$ cat config.mk
export PLATFORM = sky130hd
export DESIGN_NAME = spi_resp_slave
export DESIGN_NICKNAME = d
export VERILOG_FILES = /design/src/rtl/spi_resp_pkg.sv /design/src/rtl/spi_resp_sync.sv /design/src/rtl/spi_resp_slave.sv
export SDC_FILE = /design/constraint.sdc
export NUM_CORES = 1
export LEC_CHECK = 0
export CAP_MARGIN = 20
export CORE_ASPECT_RATIO = 0.7
export CORE_MARGIN = 1.5
export CORE_UTILIZATION = 57
export CTS_CLUSTER_SIZE = 25
export DETAILED_ROUTE_END_ITERATION = 10
export PLACE_DENSITY = 0.83
export SYNTH_ARGS = -nofsm -noshare
export SYNTH_HDL_FRONTEND = slang
export SYNTH_SLANG_ARGS = --single-unit
$ cat constraint.sdc
create_clock -name clk -period 3.3 [get_ports clk]
set_input_delay 0.66 -clock clk [delete_from_list [all_inputs] [get_ports clk]]
set_output_delay 0.66 -clock clk [all_outputs]
set_load 0.05 [all_outputs]
$ cat src/rtl/spi_resp_pkg.sv
// Shared constants and types for the SPI mode-0 responder.
package spi_resp_pkg;

    localparam int DATA_W_DEF      = 8;
    localparam int SYNC_STAGES_DEF = 2;
    localparam int SYNC_STAGES_MIN = 2;

    typedef enum logic {
        ST_IDLE   = 1'b0,
        ST_ACTIVE = 1'b1
    } spi_state_e;

    // Clamp a requested synchroniser depth to the metastability-safe minimum.
    function automatic int sync_depth(input int req);
        return (req < SYNC_STAGES_MIN) ? SYNC_STAGES_MIN : req;
    endfunction

endpackage

$ cat src/rtl/spi_resp_sync.sv
// Multi-stage pin synchroniser with registered edge pulses; level_o is delayed
// one extra cycle so it lines up with rise_o/fall_o.
module spi_resp_sync
    import spi_resp_pkg::*;
#(
    parameter int   STAGES  = SYNC_STAGES_DEF,
    parameter logic RST_VAL = 1'b0
) (
    input  logic clk,
    input  logic rst,
    input  logic d_i,
    output logic level_o,
    output logic rise_o,
    output logic fall_o
);

    localparam int DEPTH = sync_depth(STAGES);

    logic [DEPTH-1:0] sync_q;
    logic             prev_q;
    logic             rise_q;
    logic             fall_q;

    // NOTE: sequential state uses non-blocking assignments so every flop samples pre-edge values.
    always_ff @(posedge clk or posedge rst) begin
        if (rst) begin
            sync_q <= {DEPTH{RST_VAL}};
            prev_q <= RST_VAL;
            rise_q <= 1'b0;
            fall_q <= 1'b0;
        end else begin
            sync_q <= {sync_q[DEPTH-2:0], d_i};
            prev_q <= sync_q[DEPTH-1];
            rise_q <= sync_q[DEPTH-1] & ~prev_q;
            fall_q <= ~sync_q[DEPTH-1] & prev_q;
        end
    end

    assign level_o = prev_q;
    assign rise_o  = rise_q;
    assign fall_o  = fall_q;

endmodule

$ cat src/rtl/spi_resp_slave.sv
// SPI mode-0 responder: oversampled pins, MOSI deserialiser, MISO serialiser
// fed from a one-entry holding register with a valid/ready handshake.
module spi_resp_slave
    import spi_resp_pkg::*;
#(
    parameter int DATA_W      = DATA_W_DEF,
    parameter int SYNC_STAGES = SYNC_STAGES_DEF
) (
    input  logic              clk,
    input  logic              rst,
    input  logic              SCLK,
    input  logic              MOSI,
    input  logic              CS_n,
    output logic              MISO,
    output logic              miso_oe,
    output logic [DATA_W-1:0] rx_data,
    output logic              rx_valid,
    input  logic [DATA_W-1:0] tx_data,
    input  logic              tx_valid,
    output logic              tx_ready,
    output logic              tx_underrun,
    output logic              frame_start,
    output logic              frame_abort
);

    localparam int                CNT_W   = (DATA_W > 1) ? $clog2(DATA_W) : 1;
    localparam logic [CNT_W-1:0]  CNT_MAX = CNT_W'(DATA_W - 1);

    logic sclk_level, sclk_rise, sclk_fall;
    logic cs_level, cs_rise, cs_fall;
    logic mosi_s, mosi_rise, mosi_fall;

    // CS_n synchroniser resets high so reset release never looks like a frame start.
    spi_resp_sync #(.STAGES(SYNC_STAGES), .RST_VAL(1'b0)) u_sync_sclk (
        .clk(clk), .rst(rst), .d_i(SCLK),
        .level_o(sclk_level), .rise_o(sclk_rise), .fall_o(sclk_fall)
    );
    spi_resp_sync #(.STAGES(SYNC_STAGES), .RST_VAL(1'b1)) u_sync_cs (
        .clk(clk), .rst(rst), .d_i(CS_n),
        .level_o(cs_level), .rise_o(cs_rise), .fall_o(cs_fall)
    );
    spi_resp_sync #(.STAGES(SYNC_STAGES), .RST_VAL(1'b0)) u_sync_mosi (
        .clk(clk), .rst(rst), .d_i(MOSI),
        .level_o(mosi_s), .rise_o(mosi_rise), .fall_o(mosi_fall)
    );

    logic unused_sync;
    assign unused_sync = ^{sclk_level, cs_level, mosi_rise, mosi_fall};

    spi_state_e        state_q, state_d;
    logic [CNT_W-1:0]  bit_cnt_q, bit_cnt_d;
    logic [DATA_W-1:0] rx_shift_q, rx_shift_d;
    logic [DATA_W-1:0] rx_data_q, rx_data_d;
    logic              rx_valid_q, rx_valid_d;
    logic [DATA_W-1:0] tx_shift_q, tx_shift_d;
    logic [DATA_W-1:0] hold_q, hold_d;
    logic              hold_full_q, hold_full_d;
    logic              miso_q, miso_d;
    logic              miso_oe_q, miso_oe_d;
    logic              underrun_q, underrun_d;
    logic              start_q, start_d;
    logic              abort_q, abort_d;
    logic              load;
    logic              miso_upd;

    // NOTE: every combinational output gets a default first so no latch is inferred.
    always_comb begin
        state_d     = state_q;
        bit_cnt_d   = bit_cnt_q;
        rx_shift_d  = rx_shift_q;
        rx_data_d   = rx_data_q;
        rx_valid_d  = 1'b0;
        tx_shift_d  = tx_shift_q;
        hold_d      = hold_q;
        hold_full_d = hold_full_q;
        miso_d      = miso_q;
        miso_oe_d   = miso_oe_q;
        underrun_d  = 1'b0;
        start_d     = 1'b0;
        abort_d     = 1'b0;
        load        = 1'b0;
        miso_upd    = 1'b0;

        case (state_q)
            ST_IDLE: begin
                miso_d    = 1'b0;
                miso_oe_d = 1'b0;
                if (cs_fall) begin
                    state_d   = ST_ACTIVE;
                    bit_cnt_d = '0;
                    load      = 1'b1;
                    miso_upd  = 1'b1;
                    miso_oe_d = 1'b1;
                    start_d   = 1'b1;
                end
            end
            ST_ACTIVE: begin
                if (cs_rise) begin
                    // Frame close wins over a coincident SCLK edge; a partial word is dropped.
                    state_d   = ST_IDLE;
                    miso_d    = 1'b0;
                    miso_oe_d = 1'b0;
                    abort_d   = (bit_cnt_q != '0);
                    bit_cnt_d = '0;
                end else if (sclk_rise) begin
                    rx_shift_d = {rx_shift_q[DATA_W-2:0], mosi_s};
                    if (bit_cnt_q == CNT_MAX) begin
                        bit_cnt_d  = '0;
                        rx_data_d  = {rx_shift_q[DATA_W-2:0], mosi_s};
                        rx_valid_d = 1'b1;
                    end else begin
                        bit_cnt_d = bit_cnt_q + CNT_W'(1);
                    end
                end else if (sclk_fall) begin
                    miso_upd = 1'b1;
                    if (bit_cnt_q == '0) begin
                        load = 1'b1;
                    end else begin
                        tx_shift_d = tx_shift_q << 1;
                    end
                end
            end
            default: state_d = ST_IDLE;
        endcase

        // A load observes the holding register as it was before this cycle's write.
        if (load) begin
            if (hold_full_q) begin
                tx_shift_d  = hold_q;
                hold_full_d = 1'b0;
            end else begin
                tx_shift_d = '0;
                underrun_d = 1'b1;
            end
        end

        if (miso_upd) begin
            miso_d = tx_shift_d[DATA_W-1];
        end

        if (tx_valid && !hold_full_q) begin
            hold_d      = tx_data;
            hold_full_d = 1'b1;
        end
    end

    always_ff @(posedge clk or posedge rst) begin
        if (rst) begin
            state_q     <= ST_IDLE;
            bit_cnt_q   <= '0;
            rx_shift_q  <= '0;
            rx_data_q   <= '0;
            rx_valid_q  <= 1'b0;
            tx_shift_q  <= '0;
            hold_q      <= '0;
            hold_full_q <= 1'b0;
            miso_q      <= 1'b0;
            miso_oe_q   <= 1'b0;
            underrun_q  <= 1'b0;
            start_q     <= 1'b0;
            abort_q     <= 1'b0;
        end else begin
            state_q     <= state_d;
            bit_cnt_q   <= bit_cnt_d;
            rx_shift_q  <= rx_shift_d;
            rx_data_q   <= rx_data_d;
            rx_valid_q  <= rx_valid_d;
            tx_shift_q  <= tx_shift_d;
            hold_q      <= hold_d;
            hold_full_q <= hold_full_d;
            miso_q      <= miso_d;
            miso_oe_q   <= miso_oe_d;
            underrun_q  <= underrun_d;
            start_q     <= start_d;
            abort_q     <= abort_d;
        end
    end

    assign MISO        = miso_q;
    assign miso_oe     = miso_oe_q;
    assign rx_data     = rx_data_q;
    assign rx_valid    = rx_valid_q;
    assign tx_ready    = !hold_full_q;
    assign tx_underrun = underrun_q;
    assign frame_start = start_q;
    assign frame_abort = abort_q;

endmodule

==> flow_summary.html, run 1 <==
<table>
<tr><th>Metric</th><th>Value</th></tr>
<tr><th colspan="2">Clock tree</th></tr>
<tr><td>Level count of the clock H-tree</td><td>2</td></tr>
<tr><td>Later-pin clock latency in the skew report</td><td>0.30 ns</td></tr>
<tr><td>Maximum root-to-sink buffer count</td><td>2</td></tr>
<tr><td>Number of buffers inserted during clock tree synthesis</td><td>5</td></tr>
<tr><td>Clock Pin Slew Worst Setup and Hold Paths</td><td>0.09 ns</td></tr>
<tr><td>TritonCTS clock tree</td><td>built</td></tr>
<tr><td>Number of instances resized during post-cts repair</td><td>0</td></tr>
<tr><td>Count of hold buffers inserted by post-cts repair</td><td>0</td></tr>
<tr><td>Number of sinks on the clock net</td><td>54</td></tr>
<tr><td>Setup Buffers After CTS</td><td>0</td></tr>
<tr><td>CTS root buf</td><td>clkbuf_8</td></tr>
<tr><th colspan="2">Floorplanning</th></tr>
<tr><td>Number of top-level pins</td><td>29</td></tr>
<tr><td>Site row count</td><td>18</td></tr>
<tr><td>Area of the placeable core</td><td>0.00349 mm^2</td></tr>
<tr><td>Initial core utilization</td><td>59.3%</td></tr>
<tr><td>Die span in y</td><td>53.4 um</td></tr>
<tr><td>Width of the chip</td><td>75.0 um</td></tr>
<tr><td>Die Outline Area</td><td>0.00401 mm^2</td></tr>
<tr><th colspan="2">Worst setup path</th></tr>
<tr><td>Critical Path Slowest Stage Cell</td><td>clkdlybuf4s50_1</td></tr>
<tr><td>Worst Setup End Kind</td><td>primary output</td></tr>
<tr><td>Setup Crit Path Kind</td><td>reg2out</td></tr>
<tr><td>Maximum net fanout on the critical path</td><td>12</td></tr>
<tr><td>Critical path cell sequence</td><td>inv_1 -&gt; clkdlybuf4s50_1</td></tr>
<tr><td>Crit-path max cell delay</td><td>0.79 ns</td></tr>
<tr><td>Startpoint kind of the worst setup timing path</td><td>flop</td></tr>
<tr><td>Arrival time at the worst endpoint</td><td>1.71 ns</td></tr>
<tr><td>Data required, critical path</td><td>2.64 ns</td></tr>
<tr><th colspan="2">Power and ir drop</th></tr>
<tr><td>Areal power density over the cells</td><td>691 mW/mm^2</td></tr>
<tr><td>Total Power</td><td>1730 uW</td></tr>
<tr><td>Largest voltage drop on the vdd net</td><td>493 uV</td></tr>
<tr><td>Leakage power summed over all cells</td><td>0.00119 uW</td></tr>
<tr><th colspan="2">Drt</th></tr>
<tr><td>Total vias in the final route</td><td>1203</td></tr>
<tr><td>Number of iterations in the first detailed-routing pass</td><td>4</td></tr>
<tr><td>Wire length reported by the detailed router</td><td>3.25 mm</td></tr>
<tr><td>Via density</td><td>5.21</td></tr>
<tr><td>Final routed DRC violation total</td><td>0</td></tr>
<tr><td>1st-iter DRT viols</td><td>63</td></tr>
<tr><td>Antenna Nets Post-Route</td><td>0</td></tr>
<tr><td>Wire per inst</td><td>14.1 um</td></tr>
<tr><th colspan="2">Run status</th></tr>
<tr><td>Run status</td><td>finished clean</td></tr>
<tr><th colspan="2">Global routing</th></tr>
<tr><td>Aggregate global-route resource usage</td><td>18.9%</td></tr>
<tr><td>Leftover overflow at the end of global routing</td><td>0</td></tr>
<tr><td>Number of antenna violations at the first check in global routing</td><td>0</td></tr>
<tr><td>Number of global-route vias before repair</td><td>1168</td></tr>
<tr><td>Maximum number of pins on one net before global-route repair</td><td>55</td></tr>
<tr><td>First-pass GRT wire length</td><td>5.30 mm</td></tr>
<tr><th colspan="2">Logic synthesis</th></tr>
<tr><td>Count of flip-flops with a built-in enable after synthesis</td><td>0</td></tr>
<tr><td>Mapped Avg Cell Area</td><td>13.8 um^2</td></tr>
<tr><td>Number of cells produced by synthesis</td><td>150</td></tr>
<tr><td>Async set or reset register ratio after synthesis</td><td>100%</td></tr>
<tr><td>Count of yosys warnings during synthesis</td><td>0</td></tr>
<tr><td>Synthesized net count</td><td>167</td></tr>
<tr><td>Cell area after synthesis</td><td>0.00207 mm^2</td></tr>
<tr><td>Dominant register cell in the synthesized netlist</td><td>dfrtp_1</td></tr>
<tr><td>Netlist cell types</td><td>29</td></tr>
<tr><td>Register area share after synthesis</td><td>65.4%</td></tr>
<tr><td>Register bit count reported by yosys</td><td>54</td></tr>
<tr><th colspan="2">Timing</th></tr>
<tr><td>Number of hold violations in the final report</td><td>0</td></tr>
<tr><td>Final Slew Violations</td><td>0</td></tr>
<tr><td>RSZ-0062 raised after global routing</td><td>no</td></tr>
<tr><td>Highest Clock Rate</td><td>0.421 GHz</td></tr>
<tr><td>Actual transition at the worst max-transition pin</td><td>0.697 ns</td></tr>
<tr><td>Shortest period the worst path allows</td><td>2.37 ns</td></tr>
<tr><td>Setup TNS</td><td>0 ns</td></tr>
<tr><td>Worst slew slack as a fraction of its limit</td><td>53.4%</td></tr>
<tr><td>Endpoints failing setup</td><td>0</td></tr>
<tr><td>Worst clock skew on the final layout</td><td>0.00388 ns</td></tr>
<tr><td>Fraction of the cycle the final worst path needs</td><td>71.9%</td></tr>
<tr><th colspan="2">Layout</th></tr>
<tr><td>Commonest cells after routing, fill and taps aside</td><td>dfrtp_1, clkdlybuf4s50_1, mux2_2</td></tr>
<tr><td>Signed area change from the synthesized netlist to the final layout</td><td>21.2%</td></tr>
<tr><td>Number of nets at the end of the flow</td><td>197</td></tr>
<tr><td>Antenna diodes</td><td>0</td></tr>
<tr><td>Commonest non-fill, non-tap cell in the layout</td><td>dfrtp_1</td></tr>
<tr><td>Share of post-route cells with drive strength above 1</td><td>23.2%</td></tr>
<tr><th colspan="2">Place</th></tr>
<tr><td>Final RePlAce weighted congestion</td><td>0.748</td></tr>
<tr><td>Half-perimeter wire length after placement</td><td>2.16 mm</td></tr>
<tr><td>Count of buffers from port buffering</td><td>28</td></tr>
<tr><th colspan="2">Hold path</th></tr>
<tr><td>Hold crit path type</td><td>reg2reg</td></tr>
<tr><th colspan="2">Run</th></tr>
<tr><td>Max cap viols</td><td>0</td></tr>
</table>
cells in the mapped netlist (2+ instances only):
| library cell | count | area [um^2] |
|---|---|---|
| dfrtp_1 | 51 | 1280 |
| mux2_2 | 24 | 270 |
| nand2_1 | 10 | 37.5 |
| and3_1 | 7 | 43.8 |
| a21oi_1 | 6 | 30.0 |
| o22ai_1 | 6 | 37.5 |
| inv_1 | 5 | 18.8 |
| nor2b_1 | 5 | 31.3 |
| clkbuf_1 | 4 | 15.0 |
| nor2_1 | 4 | 15.0 |
| dfstp_2 | 3 | 78.8 |
| ha_1 | 3 | 37.5 |
| nand2b_1 | 3 | 18.8 |
| buf_6 | 2 | 22.5 |
| nand3_1 | 2 | 10.0 |
| o21a_1 | 2 | 15.0 |
per-stage QoR:
| stage | utilization (%) | setup slack, ns | hold slack [ns] | std cells | instance area, um^2 |
|---|---|---|---|---|---|
| 3_5_place_dp | 68.1 | 1.07 | 0.339 | 222 | 2380 |
| 6_report | 71.9 | 0.927 | 0.358 | 231 | 2510 |
| 3_3_place_gp | 68.1 | 1.14 | 0.337 | 222 | 2380 |
| 4_1_cts | 71.3 | 0.923 | 0.361 | 230 | 2490 |
| 5_1_grt | 71.9 | 0.868 | 0.365 | 231 | 2510 |
| 2_1_floorplan | - | 1.33 | 0.331 | 150 | 2070 |
critical path, delay by kind of cell, from the launching register on:
family	cells	cell delay, ns
DFF	1	0.52
buffers and inverters	2	0.88
per-layer routing:
| metal | track usage (%) | up-vias | part of all wire [%] |
|---|---|---|---|
| met5 | 0 | - | 0 |
| met4 | 9.09 | 0 | 2.1 |
| met3 | 5.14 | 8 | 4.7 |
| met2 | 28.6 | 28 | 47 |
| met1 | 25.3 | 593 | 46 |
| li1 | - | 574 | - |
final timing paths:
kind / endpoint / cells after the start / from / slack (ns)
max: tx_ready / 2 / hold_full_q / 0.93
min: u_sync_mosi.level_o / 0 / u_sync_mosi.sync_q[1] / 0.36
max reg2reg: hold_q[2] / 2 / hold_full_q / 1.64
min reg2reg: u_sync_mosi.level_o / 0 / u_sync_mosi.sync_q[1] / 0.36
max in group asynchronous: u_sync_cs.level_o / 3 / rst / 2.11
min in group asynchronous: u_sync_sclk.sync_q[0] / 2 / rst / 0.64
registers in the layout, summed over array words and instances (netlist names), 2 cells and up:
| name | count |
|---|---|
| bit_cnt_q | 3 |
| hold_q | 8 |
| rx_data | 8 |
| rx_shift_q | 7 |
| tx_shift_q | 7 |
| u_sync_cs.sync_q | 2 |
| u_sync_mosi.sync_q | 2 |
| u_sync_sclk.sync_q | 2 |
kinds of logic (layout without fill, tap and decap cells):
family | count (synthesis) | after routing | share of synthesized area (%)
DFF | 54 | 54 | 65.4
and+or+nand+nor | 37 | 37 | 10.6
muxes | 24 | 24 | 13.1
AOI/OAI and AO/OA | 20 | 20 | 6.22
buffers and inverters | 12 | 43 | 2.90
adders and majority gates | 3 | 3 | 1.81
cell type report:
cell class              count  area, um^2
clock inverters             3        45.0
flip-flops and latches     54        1360
clock buffers               5        68.8
fillers                   226         981
well taps                  50        62.6
repair buffers             29         300
multi-input cells          84         656
inverters                   6        22.5
power by group:
part / switching [uW] / leakage [uW] / total [uW] / internal [uW]
Combinational: 191 / 0.000458 / 375 / 184
Clock: 209 / 0.0000504 / 434 / 226
Sequential: 108 / 0.000686 / 925 / 817
Total: 508 / 0.00119 / 1730 / 1230
No activity file was read; power rests on OpenSTA's default activity.
==> inputs of run 2 (changes only) <==
- CORE_UTILIZATION: 57 -> 53
- PLACE_DENSITY: 0.83 -> 0.78
- clock period: 3.3 -> 2.45 ns (I/O delays scaled with it)
==> flow_summary.html, run 2 (synthesized netlist as in run 1, its figures left out) <==
<table>
<tr><th>Metric</th><th>Value</th></tr>
<tr><th colspan="2">Worst setup path</th></tr>
<tr><td>Arrival time at the worst endpoint</td><td>1.71 ns (about the same)</td></tr>
<tr><td>Worst setup path startpoint</td><td>hold_full_q</td></tr>
<tr><td>Terminus of the critical flop-to-flop path</td><td>hold_full_q</td></tr>
<tr><td>Worst reg2reg startpoint</td><td>u_sync_cs.rise_o</td></tr>
<tr><td>Critical Path Sink</td><td>tx_ready</td></tr>
<tr><td>Worst path top cell family by delay</td><td>buffers and inverters</td></tr>
<tr><td>Setup Crit Path Kind</td><td>reg2out</td></tr>
<tr><td>Number of gates on the worst path with buffers counted</td><td>2 (unchanged)</td></tr>
<tr><td>Worst Setup End Kind</td><td>primary output</td></tr>
<tr><td>Startpoint kind of the worst setup timing path</td><td>flop</td></tr>
<tr><td>Maximum net fanout on the critical path</td><td>12 (unchanged)</td></tr>
<tr><td>R2r setup slk</td><td>0.85 ns (-0.79 ns)</td></tr>
<tr><td>Crit-path max cell delay</td><td>0.80 ns (about the same)</td></tr>
<tr><td>Critical path cell sequence</td><td>inv_1 -&gt; clkdlybuf4s50_1</td></tr>
<tr><td>Critical Path Slowest Stage Cell</td><td>clkdlybuf4s50_1</td></tr>
<tr><td>Reg2Reg Depth</td><td>4 (+2)</td></tr>
<tr><td>Crit path buffers/inverters</td><td>2 (unchanged)</td></tr>
<tr><td>Data required, critical path</td><td>1.96 ns (-0.68 ns)</td></tr>
<tr><th colspan="2">Power and ir drop</th></tr>
<tr><td>Largest voltage drop on the vdd net</td><td>762 uV (+55%)</td></tr>
<tr><td>Leakage power summed over all cells</td><td>0.00120 uW (+0.25%)</td></tr>
<tr><td>Part of the power in combinational logic</td><td>23.0% (+1.4 points)</td></tr>
<tr><td>Clock network fraction of design power</td><td>21.9% (-3.1 points)</td></tr>
<tr><td>Total Power</td><td>2250 uW (+30%)</td></tr>
<tr><td>Net Sw Frac</td><td>29.7% (+0.44 points)</td></tr>
<tr><td>Power spent charging and discharging nets</td><td>669 uW (+32%)</td></tr>
<tr><td>Internal Pwr Total</td><td>1580 uW (+29%)</td></tr>
<tr><td>Share of total power in sequential cells</td><td>55.0% (+1.6 points)</td></tr>
<tr><td>Areal power density over the cells</td><td>902 mW/mm^2 (+31%)</td></tr>
<tr><th colspan="2">Drt</th></tr>
<tr><td>Number of iterations in the first detailed-routing pass</td><td>4 (unchanged)</td></tr>
<tr><td>Wire per inst</td><td>14.2 um (+0.80%)</td></tr>
<tr><td>Wire length reported by the detailed router</td><td>3.29 mm (+1.2%)</td></tr>
<tr><td>Antenna Nets Post-Route</td><td>0 (unchanged)</td></tr>
<tr><td>Total vias in the final route</td><td>1197 (-0.50%)</td></tr>
<tr><td>Final routed DRC violation total</td><td>0 (unchanged)</td></tr>
<tr><td>1st-iter DRT viols</td><td>60 (-4.8%)</td></tr>
<tr><td>Via density</td><td>5.16 (-0.93%)</td></tr>
<tr><th colspan="2">Global routing</th></tr>
<tr><td>Leftover overflow at the end of global routing</td><td>0 (unchanged)</td></tr>
<tr><td>Maximum number of pins on one net before global-route repair</td><td>55 (unchanged)</td></tr>
<tr><td>Number of global-route vias before repair</td><td>1246 (+6.7%)</td></tr>
<tr><td>Number of antenna violations at the first check in global routing</td><td>0 (unchanged)</td></tr>
<tr><td>First-pass GRT wire length</td><td>5.80 mm (+9.4%)</td></tr>
<tr><td>Aggregate global-route resource usage</td><td>17.6% (-1.3 points)</td></tr>
<tr><th colspan="2">Clock tree</th></tr>
<tr><td>Later-pin clock latency in the skew report</td><td>0.30 ns (about the same)</td></tr>
<tr><td>Clock Pin Slew Worst Setup and Hold Paths</td><td>0.09 ns (about the same)</td></tr>
<tr><td>Number of instances resized during post-cts repair</td><td>0 (unchanged)</td></tr>
<tr><td>Count of hold buffers inserted by post-cts repair</td><td>0 (unchanged)</td></tr>
<tr><td>Number of sinks on the clock net</td><td>54 (unchanged)</td></tr>
<tr><td>Number of buffers inserted during clock tree synthesis</td><td>5 (unchanged)</td></tr>
<tr><td>Setup Buffers After CTS</td><td>0 (unchanged)</td></tr>
<tr><td>Level count of the clock H-tree</td><td>2 (unchanged)</td></tr>
<tr><td>Maximum root-to-sink buffer count</td><td>2 (unchanged)</td></tr>
<tr><td>TritonCTS clock tree</td><td>built</td></tr>
<tr><td>CTS root buf</td><td>clkbuf_8</td></tr>
<tr><th colspan="2">Timing</th></tr>
<tr><td>Hold slack final</td><td>0.354 ns (-0.00363 ns)</td></tr>
<tr><td>Actual transition at the worst max-transition pin</td><td>0.501 ns (-0.196 ns)</td></tr>
<tr><td>RSZ-0062 raised after global routing</td><td>no</td></tr>
<tr><td>Endpoints failing setup</td><td>0 (unchanged)</td></tr>
<tr><td>Setup TNS</td><td>0 ns (unchanged)</td></tr>
<tr><td>Fraction of the cycle the final worst path needs</td><td>89.6%</td></tr>
<tr><td>Number of hold violations in the final report</td><td>0 (unchanged)</td></tr>
<tr><td>Worst clock skew on the final layout</td><td>0.00452 ns (+0.000638 ns)</td></tr>
<tr><td>Highest Clock Rate</td><td>0.455 GHz</td></tr>
<tr><td>Shortest period the worst path allows</td><td>2.20 ns</td></tr>
<tr><td>Final Slew Violations</td><td>0 (unchanged)</td></tr>
<tr><td>Worst slew slack as a fraction of its limit</td><td>66.5% (+13 points)</td></tr>
<tr><th colspan="2">Run</th></tr>
<tr><td>Max cap viols</td><td>0 (unchanged)</td></tr>
<tr><th colspan="2">Place</th></tr>
<tr><td>Area post-placement</td><td>0.00240 mm^2 (+1.2%)</td></tr>
<tr><td>Final RePlAce weighted congestion</td><td>0.773 (+3.4%)</td></tr>
<tr><td>Count of buffers from port buffering</td><td>28 (unchanged)</td></tr>
<tr><td>Half-perimeter wire length after placement</td><td>2.22 mm (+2.7%)</td></tr>
<tr><th colspan="2">Hold path</th></tr>
<tr><td>Launch instance of the worst min-delay path</td><td>u_sync_sclk.sync_q[0]</td></tr>
<tr><td>Hold crit path type</td><td>reg2reg</td></tr>
<tr><td>Worst hold path cell count</td><td>0 (unchanged)</td></tr>
<tr><th colspan="2">Floorplanning</th></tr>
<tr><td>Area of the placeable core</td><td>0.00363 mm^2 (+3.9%)</td></tr>
<tr><td>Die Outline Area</td><td>0.00430 mm^2 (+7.2%)</td></tr>
<tr><td>Die span in y</td><td>55.3 um (+3.5%)</td></tr>
<tr><td>Width of the chip</td><td>77.7 um (+3.6%)</td></tr>
<tr><td>Number of top-level pins</td><td>29 (unchanged)</td></tr>
<tr><td>Initial core utilization</td><td>57.1% (-2.2 points)</td></tr>
<tr><td>Site row count</td><td>18 (unchanged)</td></tr>
<tr><th colspan="2">Run status</th></tr>
<tr><td>Run status</td><td>finished clean</td></tr>
<tr><th colspan="2">Layout</th></tr>
<tr><td>Design area</td><td>0.00249 mm^2 (-0.60%)</td></tr>
<tr><td>Antenna diodes</td><td>0 (unchanged)</td></tr>
<tr><td>Layout fillers</td><td>256 (+13%)</td></tr>
<tr><td>Commonest cells after routing, fill and taps aside</td><td>dfrtp_1, clkdlybuf4s50_1, mux2_2</td></tr>
<tr><td>Commonest non-fill, non-tap cell in the layout</td><td>dfrtp_1</td></tr>
<tr><td>Share of post-route cells with drive strength above 1</td><td>23.1% (-0.13 points)</td></tr>
<tr><td>Number of nets at the end of the flow</td><td>198 (+0.51%)</td></tr>
<tr><td>Signed area change from the synthesized netlist to the final layout</td><td>20.5%</td></tr>
</table>
==> run 2: cell types whose count changed in the layout (fill, tap and decap cells not counted) <==
cell,delta
bufinv_16,-1
clkinvlp_4,-2
buf_4,+1
clkbuf_1,+1
clkbuf_8,+1
clkinv_2,+1
==> run 2: worst reg2reg max path, stage by stage (launching register included) <==
cell,delay [ns]
dfrtp_1,0.41
and2b_1,0.38
nand3b_4,0.17
o21a_1,0.32
a21o_1,0.21
==> run 2: final cells by class <==
class	count	area [um^2]	share of cell area (%)
Tap cell	50	62.6	2.51
Sequential cell	54	1360	54.3
Inverter	6	22.5	0.903
Timing Repair Buffer	30	308	12.3
Multi-Input combinational cell	84	656	26.3
Clock inverter	1	5.00	0.201
Clock buffer	7	86.3	3.46
==> run 2: stage by stage <==
| step | util [%] | setup WS, ns | cells |
|---|---|---|---|
| 2_1_floorplan | - | 0.650 | 150 |
| 3_3_place_gp | 66.3 | 0.604 | 224 |
| 3_5_place_dp | 66.3 | 0.576 | 224 |
| 4_1_cts | 68.8 | 0.251 | 232 |
| 5_1_grt | 68.8 | 0.189 | 232 |
| 6_report | 68.8 | 0.254 | 232 |
==> run 2: power groups by stage <==
| stage | combinational (uW) | sequential [uW] | clock (uW) |
|---|---|---|---|
| 5_1_grt | 570 | 1280 | 542 |
| 4_1_cts | 519 | 1240 | 502 |
| 6_report | 518 | 1240 | 494 |
| 3_5_place_dp | 514 | 1260 | 0 |
| 2_1_floorplan | 381 | 1230 | 0 |
| 3_3_place_gp | 495 | 1240 | 0 |
==> run 2: how the worst min path moves through the flow <==
stage | end | slack [ns]
floorplan | u_sync_mosi.level_o | 0.33
global placement | u_sync_sclk.sync_q[1] | 0.33
detailed placement | u_sync_sclk.sync_q[1] | 0.34
CTS | u_sync_sclk.sync_q[1] | 0.36
global route | u_sync_sclk.sync_q[1] | 0.37
finish | u_sync_sclk.sync_q[1] | 0.35
==> run 2: metal layers <==
layer,track usage (%),vias to the layer above,routed length (um)
met5,0,-,0
li1,-,577,-
met1,25.8,582,1660
met3,4.63,6,116
met4,7.01,0,48
met2,24.8,32,1460
==> inputs of run 3 (changes only) <==
- CORE_UTILIZATION: 53 -> 54
- HOLD_SLACK_MARGIN: not set -> 0.05
- PLACE_DENSITY: 0.78 -> 0.79
- SYNTH_HIERARCHICAL: not set -> 1
==> flow_summary.html, run 3 <==
<table>
<tr><th>Metric</th><th>Value</th></tr>
<tr><th colspan="2">Timing</th></tr>
<tr><td>Endpoints failing setup</td><td>0 (unchanged)</td></tr>
<tr><td>RSZ-0062 raised after global routing</td><td>no</td></tr>
<tr><td>Highest Clock Rate</td><td>0.451 GHz (-0.88%)</td></tr>
<tr><td>Actual transition at the worst max-transition pin</td><td>0.503 ns (+0.00219 ns)</td></tr>
<tr><td>Worst clock skew on the final layout</td><td>0.0148 ns (+0.0102 ns)</td></tr>
<tr><td>Shortest period the worst path allows</td><td>2.22 ns (+0.0194 ns)</td></tr>
<tr><td>Setup TNS</td><td>0 ns (unchanged)</td></tr>
<tr><td>Fraction of the cycle the final worst path needs</td><td>90.4% (+0.79 points)</td></tr>
<tr><td>Number of hold violations in the final report</td><td>0 (unchanged)</td></tr>
<tr><td>Worst slew slack as a fraction of its limit</td><td>66.3% (-0.15 points)</td></tr>
<tr><td>Final Slew Violations</td><td>0 (unchanged)</td></tr>
<tr><th colspan="2">Clock tree</th></tr>
<tr><td>Number of buffers inserted during clock tree synthesis</td><td>5 (unchanged)</td></tr>
<tr><td>Count of hold buffers inserted by post-cts repair</td><td>0 (unchanged)</td></tr>
<tr><td>Setup Buffers After CTS</td><td>0 (unchanged)</td></tr>
<tr><td>Number of sinks on the clock net</td><td>54 (unchanged)</td></tr>
<tr><td>Number of instances resized during post-cts repair</td><td>0 (unchanged)</td></tr>
<tr><td>Later-pin clock latency in the skew report</td><td>0.31 ns (about the same)</td></tr>
<tr><td>CTS root buf</td><td>clkbuf_8</td></tr>
<tr><td>Level count of the clock H-tree</td><td>2 (unchanged)</td></tr>
<tr><td>TritonCTS clock tree</td><td>built</td></tr>
<tr><td>Clock Pin Slew Worst Setup and Hold Paths</td><td>0.10 ns (about the same)</td></tr>
<tr><td>Maximum root-to-sink buffer count</td><td>2 (unchanged)</td></tr>
<tr><th colspan="2">Layout</th></tr>
<tr><td>Signed area change from the synthesized netlist to the final layout</td><td>21.1%</td></tr>
<tr><td>Antenna diodes</td><td>0 (unchanged)</td></tr>
<tr><td>Layout fillers</td><td>252 (-1.6%)</td></tr>
<tr><td>Commonest cells after routing, fill and taps aside</td><td>dfrtp_1, clkdlybuf4s50_1, mux2_2</td></tr>
<tr><td>Share of post-route cells with drive strength above 1</td><td>22.1% (-0.97 points)</td></tr>
<tr><td>Final Non-Filler Cells</td><td>240 (+3.4%)</td></tr>
<tr><td>Number of nets at the end of the flow</td><td>206 (+4.0%)</td></tr>
<tr><td>Commonest non-fill, non-tap cell in the layout</td><td>dfrtp_1</td></tr>
<tr><th colspan="2">Floorplanning</th></tr>
<tr><td>Die Outline Area</td><td>0.00431 mm^2 (+0.27%)</td></tr>
<tr><td>Initial core utilization</td><td>58.4% (+1.2 points)</td></tr>
<tr><td>Number of top-level pins</td><td>29 (unchanged)</td></tr>
<tr><td>Width of the chip</td><td>77.8 um (+0.14%)</td></tr>
<tr><td>Area of the placeable core</td><td>0.00363 mm^2 (unchanged)</td></tr>
<tr><td>Die span in y</td><td>55.4 um (+0.14%)</td></tr>
<tr><td>Site row count</td><td>18 (unchanged)</td></tr>
<tr><th colspan="2">Worst setup path</th></tr>
<tr><td>Data required, critical path</td><td>1.96 ns (about the same)</td></tr>
<tr><td>R2r setup slk</td><td>0.66 ns (-0.19 ns)</td></tr>
<tr><td>Reg2Reg Depth</td><td>4 (unchanged)</td></tr>
<tr><td>Terminus of the critical flop-to-flop path</td><td>tx_shift_q[0]</td></tr>
<tr><td>Crit path buffers/inverters</td><td>2 (unchanged)</td></tr>
<tr><td>Crit-path max cell delay</td><td>0.80 ns (about the same)</td></tr>
<tr><td>Worst reg2reg startpoint</td><td>state_q</td></tr>
<tr><td>Worst path top cell family by delay</td><td>buffers and inverters</td></tr>
<tr><td>Arrival time at the worst endpoint</td><td>1.73 ns (+0.02 ns)</td></tr>
<tr><td>Critical Path Slowest Stage Cell</td><td>clkdlybuf4s50_1</td></tr>
<tr><td>Setup Crit Path Kind</td><td>reg2out</td></tr>
<tr><td>Maximum net fanout on the critical path</td><td>12 (unchanged)</td></tr>
<tr><td>Startpoint kind of the worst setup timing path</td><td>flop</td></tr>
<tr><td>Critical path cell sequence</td><td>inv_1 -&gt; clkdlybuf4s50_1</td></tr>
<tr><td>Worst Setup End Kind</td><td>primary output</td></tr>
<tr><td>Number of gates on the worst path with buffers counted</td><td>2 (unchanged)</td></tr>
<tr><th colspan="2">Global routing</th></tr>
<tr><td>Leftover overflow at the end of global routing</td><td>0 (unchanged)</td></tr>
<tr><td>Number of global-route vias before repair</td><td>1339 (+7.5%)</td></tr>
<tr><td>Number of antenna violations at the first check in global routing</td><td>0 (unchanged)</td></tr>
<tr><td>First-pass GRT wire length</td><td>6.56 mm (+13%)</td></tr>
<tr><td>Maximum number of pins on one net before global-route repair</td><td>42 (-24%)</td></tr>
<tr><td>Aggregate global-route resource usage</td><td>20.1% (+2.6 points)</td></tr>
<tr><th colspan="2">Run</th></tr>
<tr><td>Max cap viols</td><td>0 (unchanged)</td></tr>
<tr><th colspan="2">Power and ir drop</th></tr>
<tr><td>Largest voltage drop on the vdd net</td><td>516 uV (-32%)</td></tr>
<tr><td>Areal power density over the cells</td><td>976 mW/mm^2 (+8.3%)</td></tr>
<tr><td>Leakage power summed over all cells</td><td>0.00118 uW (-1.2%)</td></tr>
<tr><th colspan="2">Hold path</th></tr>
<tr><td>Launch instance of the worst min-delay path</td><td>u_sync_sclk/sync_q[0]</td></tr>
<tr><td>Hold crit path type</td><td>reg2reg</td></tr>
<tr><td>Worst hold path cell count</td><td>0 (unchanged)</td></tr>
<tr><td>Hold-critical path endpoint</td><td>u_sync_sclk/sync_q[1]</td></tr>
<tr><th colspan="2">Drt</th></tr>
<tr><td>Final routed DRC violation total</td><td>0 (unchanged)</td></tr>
<tr><td>Met3 wire length</td><td>158 um (+36%)</td></tr>
<tr><td>Total vias in the final route</td><td>1298 (+8.4%)</td></tr>
<tr><td>M1 wire length</td><td>1.69 mm (+1.9%)</td></tr>
<tr><td>Detailed-routed wire length on met2</td><td>1.89 mm (+29%)</td></tr>
<tr><td>Antenna Nets Post-Route</td><td>0 (unchanged)</td></tr>
<tr><td>Via density</td><td>5.41 (+4.8%)</td></tr>
<tr><td>Wire length reported by the detailed router</td><td>3.80 mm (+15%)</td></tr>
<tr><td>Top Layer Used</td><td>met4</td></tr>
<tr><td>1st-iter DRT viols</td><td>116 (+93%)</td></tr>
<tr><td>Number of iterations in the first detailed-routing pass</td><td>4 (unchanged)</td></tr>
<tr><td>Wire per inst</td><td>15.8 um (+12%)</td></tr>
<tr><th colspan="2">Logic synthesis</th></tr>
<tr><td>Synthesized net count</td><td>176 (+5.4%)</td></tr>
<tr><td>Number of cells produced by synthesis</td><td>159 (+6.0%)</td></tr>
<tr><td>Mapped Avg Cell Area</td><td>13.3 um^2 (-3.6%)</td></tr>
<tr><td>Cell area after synthesis</td><td>0.00212 mm^2 (+2.2%)</td></tr>
<tr><td>Count of yosys warnings during synthesis</td><td>6 (+6)</td></tr>
<tr><th colspan="2">Place</th></tr>
<tr><td>Final RePlAce weighted congestion</td><td>0.852 (+10%)</td></tr>
<tr><td>Half-perimeter wire length after placement</td><td>2.66 mm (+20%)</td></tr>
<tr><td>Count of buffers from port buffering</td><td>28 (unchanged)</td></tr>
<tr><td>Number of cells after detailed placement</td><td>232 (+3.6%)</td></tr>
<tr><th colspan="2">Run status</th></tr>
<tr><td>Run status</td><td>finished clean</td></tr>
</table>
-- run 3: cell count changes in the layout (fill, tap and decap cells not counted), moves of 4 or more --
| cell | change |
|---|---|
| inv_1 | +5 |
| a21oi_1 | -4 |
| nor3_1 | +7 |
| and3_1 | -6 |
| nand3_1 | +5 |
| a31oi_1 | +5 |
| o211ai_1 | +7 |
| o22ai_1 | -6 |
-- run 3: metrics by stage --
stage                     hold WS (ns)  setup WS (ns)  area [um^2]  power, uW  util, %
after CTS                        0.363          0.211         2560       2520     70.6
after floorplan                  0.244          0.991         2120       1710        -
final                            0.360          0.234         2560       2500     70.6
after global placement           0.332          0.602         2440       1840     67.3
after global routing             0.369          0.147         2560       2640     70.6
after detailed placement         0.340          0.559         2440       1890     67.3
-- run 3: worst max-delay path by stage --
stage,startpoint,to,slack (ns)
global placement,hold_full_q,tx_ready,0.60
finish,hold_full_q,tx_ready,0.23
detailed placement,hold_full_q,tx_ready,0.56
floorplan,state_q,tx_shift_q[0],0.99
global route,hold_full_q,tx_ready,0.15
CTS,hold_full_q,tx_ready,0.21
-- run 3: layer usage --
layer	GRT usage, %	vias up
met2	30.9	26
met3	5.95	6
met5	0	-
met1	26.8	657
met4	8.31	0
li1	-	609
-- run 3: final cells by class --
type / count / area (um^2) / share of cell area (%)
Clock buffer: 6 / 82.6 / 3.22
Clock inverter: 2 / 38.8 / 1.51
Inverter: 9 / 33.8 / 1.32
Multi-Input combinational cell: 88 / 686 / 26.8
Sequential cell: 54 / 1360 / 52.9
Tap cell: 50 / 62.6 / 2.44
Timing Repair Buffer: 31 / 303 / 11.8
-- run 3: worst reg2reg max path: cells and delay by family, from the launching register on --
kind,cells,cell delay [ns]
buffers and inverters,1,0.36
DFF,1,0.43
muxes,1,0.33
and+or+nand+nor,2,0.56
-- run 3: where the power goes --
part           total [uW]  leakage [uW]  switching, uW  internal [uW]
clock                 626     0.0000618            290            336
sequential           1270      0.000677            162           1110
combinational         605      0.000444            317            287
